File: src/rtl/inst_loader.sv
// Streams a counted, checksummed sequence of 32-bit words from a byte channel
// into instruction memory, holding the core out of fetch while it loads.
module inst_loader #(
  parameter int unsigned BASE_ADDR  = 0,
  parameter int unsigned ADDR_WIDTH = 16,
  parameter int unsigned DATA_WIDTH = 32
) (
  input  logic                  clk_i,
  input  logic                  rst_i,
  input  logic                  start_i,
  input  logic [7:0]            byte_i,
  input  logic                  byte_valid_i,
  output logic                  byte_ready_o,
  output logic                  we_o,
  output logic [ADDR_WIDTH-1:0] waddr_o,
  output logic [DATA_WIDTH-1:0] wdata_o,
  output logic                  cpu_hold_o,
  output logic                  busy_o,
  output logic                  done_o,
  output logic                  err_o
);

  localparam logic [ADDR_WIDTH-1:0] BASE_A = ADDR_WIDTH'(BASE_ADDR);

  typedef enum logic [2:0] {
    IDLE  = 3'd0,
    HDR0  = 3'd1,
    HDR1  = 3'd2,
    DATA  = 3'd3,
    WRITE = 3'd4,
    CHK   = 3'd5,
    DONE  = 3'd6
  } state_t;

  state_t                state_q;
  logic [15:0]           cnt_q;
  logic [15:0]           idx_q;
  logic [1:0]            byte_cnt_q;
  logic [DATA_WIDTH-1:0] word_q;
  logic [7:0]            csum_q;
  logic [ADDR_WIDTH-1:0] addr_q;
  logic                  ready_q;
  logic                  we_q;
  logic [ADDR_WIDTH-1:0] waddr_q;
  logic [DATA_WIDTH-1:0] wdata_q;
  logic                  hold_q;
  logic                  busy_q;
  logic                  done_q;
  logic                  err_q;
  logic                  accept_d;

  // ready_q is registered, so the handshake never loops through byte_valid_i
  assign accept_d = byte_valid_i & ready_q;

  always_ff @(posedge clk_i) begin
    if (!rst_i) begin
      state_q    <= IDLE;
      cnt_q      <= 16'd0;
      idx_q      <= 16'd0;
      byte_cnt_q <= 2'd0;
      word_q     <= '0;
      csum_q     <= 8'd0;
      addr_q     <= '0;
      ready_q    <= 1'b0;
      we_q       <= 1'b0;
      waddr_q    <= '0;
      wdata_q    <= '0;
      hold_q     <= 1'b0;
      busy_q     <= 1'b0;
      done_q     <= 1'b0;
      err_q      <= 1'b0;
    end else begin
      we_q <= 1'b0;
      case (state_q)
        IDLE: begin
          if (start_i) begin
            state_q    <= HDR0;
            done_q     <= 1'b0;
            err_q      <= 1'b0;
            hold_q     <= 1'b1;
            busy_q     <= 1'b1;
            ready_q    <= 1'b1;
            byte_cnt_q <= 2'd0;
            csum_q     <= 8'd0;
            idx_q      <= 16'd0;
            addr_q     <= BASE_A;
          end
        end
        HDR0: begin
          if (accept_d) begin
            cnt_q[7:0] <= byte_i;
            state_q    <= HDR1;
          end
        end
        HDR1: begin
          if (accept_d) begin
            cnt_q[15:8] <= byte_i;
            state_q     <= ({byte_i, cnt_q[7:0]} == 16'd0) ? CHK : DATA;
          end
        end
        DATA: begin
          if (accept_d) begin
            word_q     <= {byte_i, word_q[DATA_WIDTH-1:8]};
            csum_q     <= csum_q ^ byte_i;
            byte_cnt_q <= byte_cnt_q + 2'd1;
            // 4th byte completes the word; present it straight on the write port
            if (byte_cnt_q == 2'd3) begin
              state_q <= WRITE;
              ready_q <= 1'b0;
              we_q    <= 1'b1;
              wdata_q <= {byte_i, word_q[DATA_WIDTH-1:8]};
              waddr_q <= addr_q;
            end
          end
        end
        WRITE: begin
          idx_q   <= idx_q + 16'd1;
          addr_q  <= addr_q + ADDR_WIDTH'(4);
          ready_q <= 1'b1;
          state_q <= (({1'b0, idx_q} + 17'd1) < {1'b0, cnt_q}) ? DATA : CHK;
        end
        CHK: begin
          if (accept_d) begin
            err_q   <= (byte_i != csum_q);
            done_q  <= 1'b1;
            hold_q  <= 1'b0;
            busy_q  <= 1'b0;
            ready_q <= 1'b0;
            state_q <= DONE;
          end
        end
        DONE: begin
          state_q <= IDLE;
        end
        default: begin
          state_q <= IDLE;
          ready_q <= 1'b0;
          hold_q  <= 1'b0;
          busy_q  <= 1'b0;
        end
      endcase
    end
  end

  assign byte_ready_o = ready_q;
  assign we_o         = we_q;
  assign waddr_o      = waddr_q;
  assign wdata_o      = wdata_q;
  assign cpu_hold_o   = hold_q;
  assign busy_o       = busy_q;
  assign done_o       = done_q;
  assign err_o        = err_q;

endmodule
File: config.mk
export PLATFORM = sky130hd
export DESIGN_NAME = inst_loader
export DESIGN_NICKNAME = d
export VERILOG_FILES = /design/src/rtl/inst_loader.sv
export SDC_FILE = /design/constraint.sdc
export NUM_CORES = 1
export LEC_CHECK = 0
export ABC_AREA = 1
export BUFFER_PORTS_ARGS = -buffer_cell sky130_fd_sc_hd__clkbuf_2
export CELL_PAD_IN_SITES_DETAIL_PLACEMENT = 0
export CELL_PAD_IN_SITES_GLOBAL_PLACEMENT = 1
export CORE_MARGIN = 1
export CORE_UTILIZATION = 43
export DETAILED_ROUTE_END_ITERATION = 12
export PLACE_DENSITY = 0.89
export SLEW_MARGIN = 20
export SYNTH_ARGS = -nofsm -noshare
export SYNTH_HDL_FRONTEND = slang
export SYNTH_SLANG_ARGS = --single-unit
File: constraint.sdc
create_clock -name clk_i -period 3.08 [get_ports clk_i]
set_input_delay 0.308 -clock clk_i [delete_from_list [all_inputs] [get_ports clk_i]]
set_output_delay 0.308 -clock clk_i [all_outputs]
set_load 0.02 [all_outputs]
# [After elaboration in Yosys (flattened, before gate mapping)]
# Cells that the tools add are included.
[totals] ff_bits=146 latch_bits=0 mem_bits_rw=0 mem_bits_ro=0 out_inout_bits=54 word_cells=86 mem_count=0
[classes] addsub=4 mul=0 div=0 order_cmp=1 n_eq_ne=14 shift=0 n_mux=30 n_bitwise=4 reduce_logical=18
[ops] op="$pmux 16 s2" count=2
[ops] op="$mux 3" count=8
[ops] op="$pmux 3 s6" count=1
[ops] op="$add 16x1->17 const B" count=1
[ops] op="$lt 17x16->1" count=1
[ops] op="$add 16x1->16 const B" count=1
[ops] op="$add 16x3->16 const B" count=1
[ops] op="$logic_not 16->1" count=1
[ops] op="$mux 16" count=1
[ops] op="$mux 8" count=2
[ops] op="$pmux 8 s2" count=1
[ops] op="$reduce_and 3->1" count=5
[ops] op="$ne 2x2->1 const B" count=6
[ops] op="$eq 3x3->1 const B" count=3
[ops] op="$mux 1" count=8
[ops] op="$ne 8x8->1" count=1
[ops] op="$reduce_and 2->1" count=4
[ops] op="$xor 8x8->8" count=1
[ops] op="$eq 3x2->1 const B" count=2
[ops] op="$reduce_and 6->1" count=1
[ops] op="$reduce_bool 2->1" count=3
[ops] op="$pmux 1 s5" count=1
[ops] op="$reduce_and 5->1" count=1
[ops] op="$reduce_or 5->1" count=1
[ops] op="11 further kinds" count=14

# [Logic depth before layout (Yosys ltp)]
# Gate-level depths: netlist (run 1).
[depth] ltp_word=4 mapped_depth=20 ltp_nobuf=20

# [Worst setup path after synthesis (run 1)]
# Ideal clock, no wire load.
[synth_timing] path_kind="flip-flop to flip-flop" from="register idx_q[0]" to="register state_q[2]" setup_ns=0.132 t_arrival_ns=2.159 t_required_ns=2.948 slack_ns=0.789 stages_incl_launch_ff=17 path_cell_list="dfxtp_1 -> ha_1 -> nand3_1 -> nor2_1 -> nand3_1 -> nor2_1 -> xor2_1 -> ha_1 -> and3_1 -> nand2_1 -> nand2_1 -> nor2_1 -> nand2_1 -> nand2_1 -> nand2_1 -> nand2_1 -> a21oi_1"
[synth_via] elab_chain_cells=4
[synth_rtl] element="start: declaration" line="37" text="logic [15:0] idx_q;"
[synth_rtl] element="start signal: assignment" line="117" text="idx_q <= idx_q + 16'd1;"
[synth_rtl] element="$add 16x1->17" line="120" text="state_q <= (({1'b0, idx_q} + 17'd1) < {1'b0, cnt_q}) ? DATA : CHK;"
[synth_rtl] element="$lt 17x16->1" line="120"
[synth_rtl] element="$mux 3" line="120"
[synth_rtl] element="$pmux 3 s6" line="74" text="case (state_q)"
[synth_rtl] element="end signal: assignment" line="98" text="state_q <= ({byte_i, cnt_q[7:0]} == 16'd0) ? CHK : DATA;"
[synth_rtl] element="end signal: assignment" line="120"
[synth_rtl] element="end: declaration" line="35" text="state_t state_q;"
# Every way passes these cells.
# A chain may end at the register's enable or synchronous reset.

# [Worst setup path in the final report (run 1)]
# Ends and elaborated chain as after synthesis.

==> results of run 1 <==
==> final cells by class <==
cell class,count,area share
Inverter,79,0.04381
Timing Repair Buffer,69,0.05280
Tap cell,176,0.03226
Multi-Input combinational cell,530,0.3960
Sequential cell,134,0.3930
Clock inverter,11,0.01522
Clock buffer,20,0.06691
==> per-layer routing <==
metal / GRT usage / vias to the layer above / routed length [um]
met3: 0.07529 / 18 / 688
met1: 0.2694 / 2271 / 6585
met2: 0.3132 / 76 / 6029
met5: 0 / - / 0
met4: 0.06487 / 0 / 172
li1: - / 2649 / -
==> layout by cell type, fill, tap and decap left out, types with 2 or more instances in the layout <==
master	synthesis	routed
clkinv_4	0	5
o22ai_1	2	2
nor2_4	3	3
a21oi_1	88	88
nor2_2	4	5
nor2_1	99	98
clkinv_1	2	2
a211oi_1	5	5
nand2_2	2	2
clkbuf_16	0	17
clkbuf_2	0	63
inv_1	70	70
xor2_1	15	15
inv_2	6	6
clkbuf_8	0	2
dfxtp_1	134	134
o21ai_0	71	71
clkinv_2	0	3
nand3_1	46	46
nand2_1	131	131
o21ai_1	19	19
nand4_1	4	4
clkinvlp_4	0	2
xnor2_1	2	2
ha_1	18	18
o31ai_1	2	2
a211oi_2	2	2
conb_1	1	2
buf_4	5	6
==> tightest hold or removal path, cell delays in order <==
cell      delay, ns
clkbuf_2       0.10
o21ai_0        0.08
a21oi_1        0.10
==> state kept, by name (all words and copies together), names as in the netlist, 2 cells and up <==
register,count
addr_q,14
state_q,3
cnt_q,16
idx_q,16
byte_cnt_q,2
csum_q,8
wdata_o,32
word_q,24
waddr_o,14
==> cell families (layout without fill, tap and decap cells) <==
group                    after synthesis  count (layout)  synth area share
flip-flops                           134             134            0.4574
AND/OR/NAND/NOR                      296             296            0.2136
AO/OA/AOI/OAI                        197             197            0.1818
buffers and inverters                116             179           0.08278
XOR/XNOR                              17              17           0.02539
adder cells (fa/ha/maj)               18              18           0.03840
other                                  1               2         0.0006395
==> metrics by stage <==
step	total power, W	hold slack, ns	cells	util	setup WS (ns)
detailed placement	0.002507	0.4594	988	0.4712	0.5392
finish	0.004382	0.2083	1019	0.5134	0.5287
global placement	0.002509	0.4568	988	0.4712	0.6010
CTS	0.004428	0.1963	1019	0.5134	0.5257
global route	0.004582	0.2659	1019	0.5134	0.1393
floorplan	0.002349	0.4302	780	-	0.7888
==> power groups by stage <==
stage | sequential, W | clock (W) | combinational [W]
after global placement | 0.00187 | 0 | 0.000634
final | 0.00184 | 0.00192 | 0.000631
after floorplan | 0.00187 | 0 | 0.000478
after global routing | 0.00184 | 0.00202 | 0.000720
after detailed placement | 0.00187 | 0 | 0.000633
after CTS | 0.00184 | 0.00196 | 0.000635
==> path summary, 6_finish.rpt <==
kind	from	end	slack [ns]
setup / recovery	idx_q[0]	state_q[2]	0.53
hold / removal	byte_i[4]	cnt_q[4]	0.21
setup reg to reg	idx_q[0]	state_q[2]	0.53
hold reg to reg	word_q[16]	wdata_o[8]	0.47
==> impl_metrics.csv, run 1 <==
group,metric,value,unit
timing,skew,0.007781,ns
logic_synthesis,avgSynthCellArea,7.528,sq um
global_route,grtUsageTotal,0.2058,
global_route,grt_max_degree,47,
cts,cts_setup_buffers,0,
worst_setup_path,path_depth,17,
floorplanning,core-area,13300,sq um
worst_setup_path,critPathKind,"register to register",
power,seqPwrFrac,0.419,
cts,clkTransAtPathRegs,0.06,ns
timing,maxSlewViolCount,0,
timing,fin_crit_sh,0.8284,
worst_setup_path,cp_num_buf_inv,0,
logic_synthesis,yosysMostFrequentCell,"dfxtp_1",
worst_setup_path,critical_path_arrival,2.84,ns
logic_synthesis,ys.flop_type,"dfxtp_1",
finish,nNetsFinal,861,
worst_setup_path,crit_slowest_cell,"dfxtp_1",
logic_synthesis,ys_seq_area_frac,0.4574,
logic_synthesis,syn_inst,779,
worst_setup_path,cp_common_cell,"nand2_1",
cts,cts_max_path_buffers,2,
floorplanning,rows,42,
logic_synthesis,synth_edf_count,0,
timing,fin_crit,2.551,ns
timing,setup_viol,0,
drt,first_pass_iters,4,
drt,wl,13480,um
power,p_int,0.003115,W
power,power_leakage,3.010,nW
finish,seqCellArea,2683,sq um
cts,cts_tree,"built",
timing,tightest_slew,0.6429,ns
drt,drt_iter0_drc,294,
cts,cts-root-buf,"clkbuf_16",
timing,max_freq,392.0,MHz
timing,rsz0062_at_grt,"false",
placed_design,placed_area,6265,sq um
status,outcome,"complete, no violations",
power,clockPowerShare,0.437,
floorplanning,die-area,14110,sq um
cts,clk_latency,0.43,ns
floorplanning,die_height,118.8,um
logic_synthesis,syn_area,5864,sq um
global_route,grt_pass1_wl,22840,um
drt,post-route-drc-count,0,
logic_synthesis,synth_seq_cells,134,
placed_design,gp_congestion,0.7784,
power,switchingPower,0.001267,W
logic_synthesis,yosysTopAreaCell,"dfxtp_1",
finish,multi_input_area,2703,sq um
power,p_per_area,642.1,nW/um^2
drt,ant_nets,0,
global_route,antenna_found_initial,0,
finish,fin_area,6825,sq um
placed_design,io_buffer_count,63,
timing,hold_viol_final,0,
finish,fill_cells,1314,
cts,ctsResizeCount,0,
cts,htreeDepth,4,
worst_setup_path,required,3.36,ns
logic_synthesis,synth_top_area_share,0.4574,
hold_path,hp-class,"input pin to register",
cts,hold_buffers,0,
logic_synthesis,synth.area.top_cells,"dfxtp_1 46%, nand2_1 8.4%, a21oi_1 7.5%, nor2_1 6.3%, o21ai_0 6.1%",
placed_design,dp_hpwl,9105,um
timing,tns,0,ns
floorplanning,start_util,0.4411,
worst_setup_path,reg2regPathDepth,17,
hold_path,whs_path_depth,3,
finish,layout-drive-gt1-share,0.1483,
power,switching_share,0.2891,
worst_setup_path,max_stage_delay,0.38,ns
worst_setup_path,crit_family,"simple AND/OR/NAND/NOR gates",
flow_run,maxCapViolCount,0,
drt,vias,5014,
finish,n_antenna_cell,0,
finish,areaGrowthSynthToFinish,16.39,%
worst_setup_path,cp_max_fo,5,
logic_synthesis,synth_async_sr_flop_share,0,
worst_setup_path,cp-start-kind,"register",
logic_synthesis,yosysUniqueCellTypes,43,
worst_setup_path,end_kind,"register",
logic_synthesis,synthTopCellsByCount,"134 x dfxtp_1, 131 x nand2_1, 99 x nor2_1",
drt,wl_per_cell,13.22,um
floorplanning,io_pins,66,
cts,clock-sinks,134,
global_route,grt_overflow_total,0,
logic_synthesis,ys_warn_count,0,
drt,routed_via_density,4.921,
floorplanning,die_w,118.8,um
worst_setup_path,crit_chain,"ha_1 -> nand3_1 -> nor2_1 -> nand3_1 -> nor2_1 -> xor2_1 -> ha_1 -> nand2_1 -> nand2_1 -> a21oi_1 -> nand2_1 -> nor2_1 -> nand2_1 -> nand2_1 -> nand2_1 -> nand2_1 -> a21oi_1",
power,p_comb_frac,0.144,
power,ir_drop,377.7,uV
global_route,grt_pass1_vias,4677,
cts,cts-buffers-inserted,17,
timing,maxSlewHeadroom,0.5708,
(Power assumes the default switching activity.)
==> run 2, diff against run 1 <==
CORE_UTILIZATION = 38   (was 43)
PLACE_DENSITY = 0.84   (was 0.89)
clock period = 2.2 ns   (was 3.08 ns; I/O delays follow)
==> impl_metrics.csv, run 2 (synthesis gave the netlist of run 1 again) <==
group,metric,value,unit
floorplanning,die_height,126.2,um
global_route,grt_max_degree,93,
finish,layout_commonest_cell,"dfxtp_1",
finish,instances_no_fill,1068,
worst_setup_path,critPathKind,"register to register",
placed_design,gp_congestion,0.8468,
cts,htreeDepth,4,
finish,final_util,0.4891,
drt,wl_per_cell,13.79,um
worst_setup_path,required,2.55,ns
worst_setup_path,cp_max_fo,3,
timing,fin_crit,2.270,ns
drt,routed_via_density,4.881,
status,failed_checks,"setup timing",
cts,cts_max_path_buffers,2,
drt,drt_iter0_drc,347,
floorplanning,die_w,126.2,um
worst_setup_path,r2r_slack,-0.07,ns
floorplanning,start_util,0.3872,
cts,clk_latency,0.42,ns
drt,wl,14720,um
worst_setup_path,max_stage_delay,0.36,ns
drt,ant_nets,0,
power,ir_drop,531.4,uV
timing,skew,0.007564,ns
global_route,antenna_found_initial,0,
timing,tns,-0.1299,ns
placed_design,dp_hpwl,9729,um
finish,layout-drive-gt1-share,0.2148,
timing,max_freq,440.6,MHz
worst_setup_path,critical_path_arrival,2.62,ns
worst_setup_path,rr_startpoint,"idx_q[1]",
finish,multi_input_area,2865,sq um
placed_design,dp.cells,1027,
finish,n_antenna_cell,0,
global_route,grt_pass1_wl,24500,um
timing,rsz0062_at_grt,"true",
global_route,grtUsageTotal,0.1961,
global_route,grt_overflow_total,0,
floorplanning,die-area,15930,sq um
worst_setup_path,cp-start-kind,"register",
floorplanning,rows,45,
timing,hold_viol_final,0,
status,outcome,"finished with violations",
drt,first_pass_iters,5,
cts,cts-buffers-inserted,17,
worst_setup_path,reg2regPathDepth,17,
power,p_per_area,906.3,nW/um^2
floorplanning,core-area,15150,sq um
finish,seqCellArea,2693,sq um
flow_run,maxCapViolCount,0,
floorplanning,io_pins,66,
global_route,grt_pass1_vias,4897,
placed_design,io_buffer_count,63,
worst_setup_path,crit_slowest_cell,"dfxtp_4",
worst_setup_path,crit_chain,"ha_4 -> nand3_4 -> nor2_4 -> nand2_2 -> buf_4 -> xor2_2 -> ha_4 -> nand2_2 -> a21oi_1 -> nor2_1 -> nand3_1 -> nand2_1 -> nand2_1 -> nand2_1 -> nand2_1 -> nand2_1 -> a21oi_2",
hold_path,hp-class,"input pin to register",
drt,vias,5213,
cts,cts-root-buf,"clkbuf_16",
hold_path,holdPathEnd,"cnt_q[9]",
worst_setup_path,end_kind,"register",
placed_design,pre_cts_ws,-0.1175,ns
hold_path,holdCritStartpoint,"byte_i[1]",
cts,cts_tree,"built",
timing,fin_crit_sh,1.032,
power,power_leakage,3.271,nW
finish,layout_common_cells,"130 x dfxtp_1, 128 x nand2_1, 92 x nor2_1, 86 x a21oi_1, 71 x o21ai_0",
finish,areaGrowthSynthToFinish,26.33,%
cts,clkTransAtPathRegs,0.06,ns
worst_setup_path,cp_common_cell,"nand2_1",
cts,clock-sinks,134,
finish,fill_cells,1490,
drt,post-route-drc-count,0,
hold_path,whs_path_depth,3,
timing,setup_viol,2,
worst_setup_path,rr_endpoint,"state_q[2]",
timing,maxSlewViolCount,0,
timing,worst_slack,-0.06954,ns
finish,nNetsFinal,897,
finish,largest_reg_flops,32,
## run 2: changes by cell type in the layout (fill, tap and decap cells not counted), sizes merged
cell | previous run | this run
clkinv | 10 | 6
clkbuf | 83 | 82
buf | 6 | 42
bufinv | 1 | 6
inv | 77 | 78
## run 2: final cells by class
| cell class | count | area share |
|---|---|---|
| clock inverter | 13 | 0.03074 |
| tap | 188 | 0.03175 |
| timing repair buffer | 105 | 0.08850 |
| clock buffer | 19 | 0.05844 |
| sequential | 134 | 0.3635 |
| inverter | 79 | 0.04036 |
| multi-input combinational | 530 | 0.3868 |
## run 2: how the worst max path moves through the flow
| stage | start | end | slack [ns] | cells after the start |
|---|---|---|---|---|
| after floorplan | idx_q[0] | state_q[2] | 0.01 | 16 |
| after global placement | idx_q[1] | state_q[2] | -0.07 | 17 |
| after detailed placement | idx_q[1] | state_q[2] | -0.12 | 16 |
| after CTS | idx_q[1] | state_q[2] | -0.01 | 17 |
| after global routing | idx_q[1] | state_q[1] | -0.27 | 18 |
| final | idx_q[1] | state_q[2] | -0.07 | 17 |
## run 2: layer usage
layer / wire length, um / share of wire / global-route usage / up-vias
met3: 524 / 0.036 / 0.03611 / 21
met1: 6866 / 0.47 / 0.2471 / 2373
met5: 0 / 0 / 0 / -
met4: 294 / 0.020 / 0.08434 / 0
li1: - / - / - / 2720
met2: 7039 / 0.48 / 0.3279 / 99
## run 2: what timing repair did
item                       in CTS  in global routing
setup endpoints to repair       2                 10
setup buffers                   5                  4
hold buffers                    0                  0
gates resized for setup        22                 10
pin swaps                      16                  7
## run 2: critical path, delay by kind of cell (launching register included)
family	cells	cell delay [ns]
buffers and inverters	1	0.15
AO/OA/AOI/OAI	2	0.26
flip-flops	1	0.36
adder cells (fa/ha/maj)	2	0.43
AND/OR/NAND/NOR	11	0.84
XOR/XNOR	1	0.16
## run 2: where the power goes
group	total, W	leakage, nW	internal (W)	switching, W
registers	0.00257	1.08	0.00250	0.0000676
clock network	0.00320	0.317	0.00212	0.00108
logic	0.000944	1.87	0.000284	0.000660
## run 2: metrics by stage
step	area [sq um]	hold WS (ns)	power [W]
floorplan	5889	0.3549	0.003289
global placement	6529	0.4524	0.003541
detailed placement	6529	0.4562	0.003541
CTS	7322	0.1420	0.006741
global route	7408	0.1737	0.006989
finish	7408	0.1434	0.006714
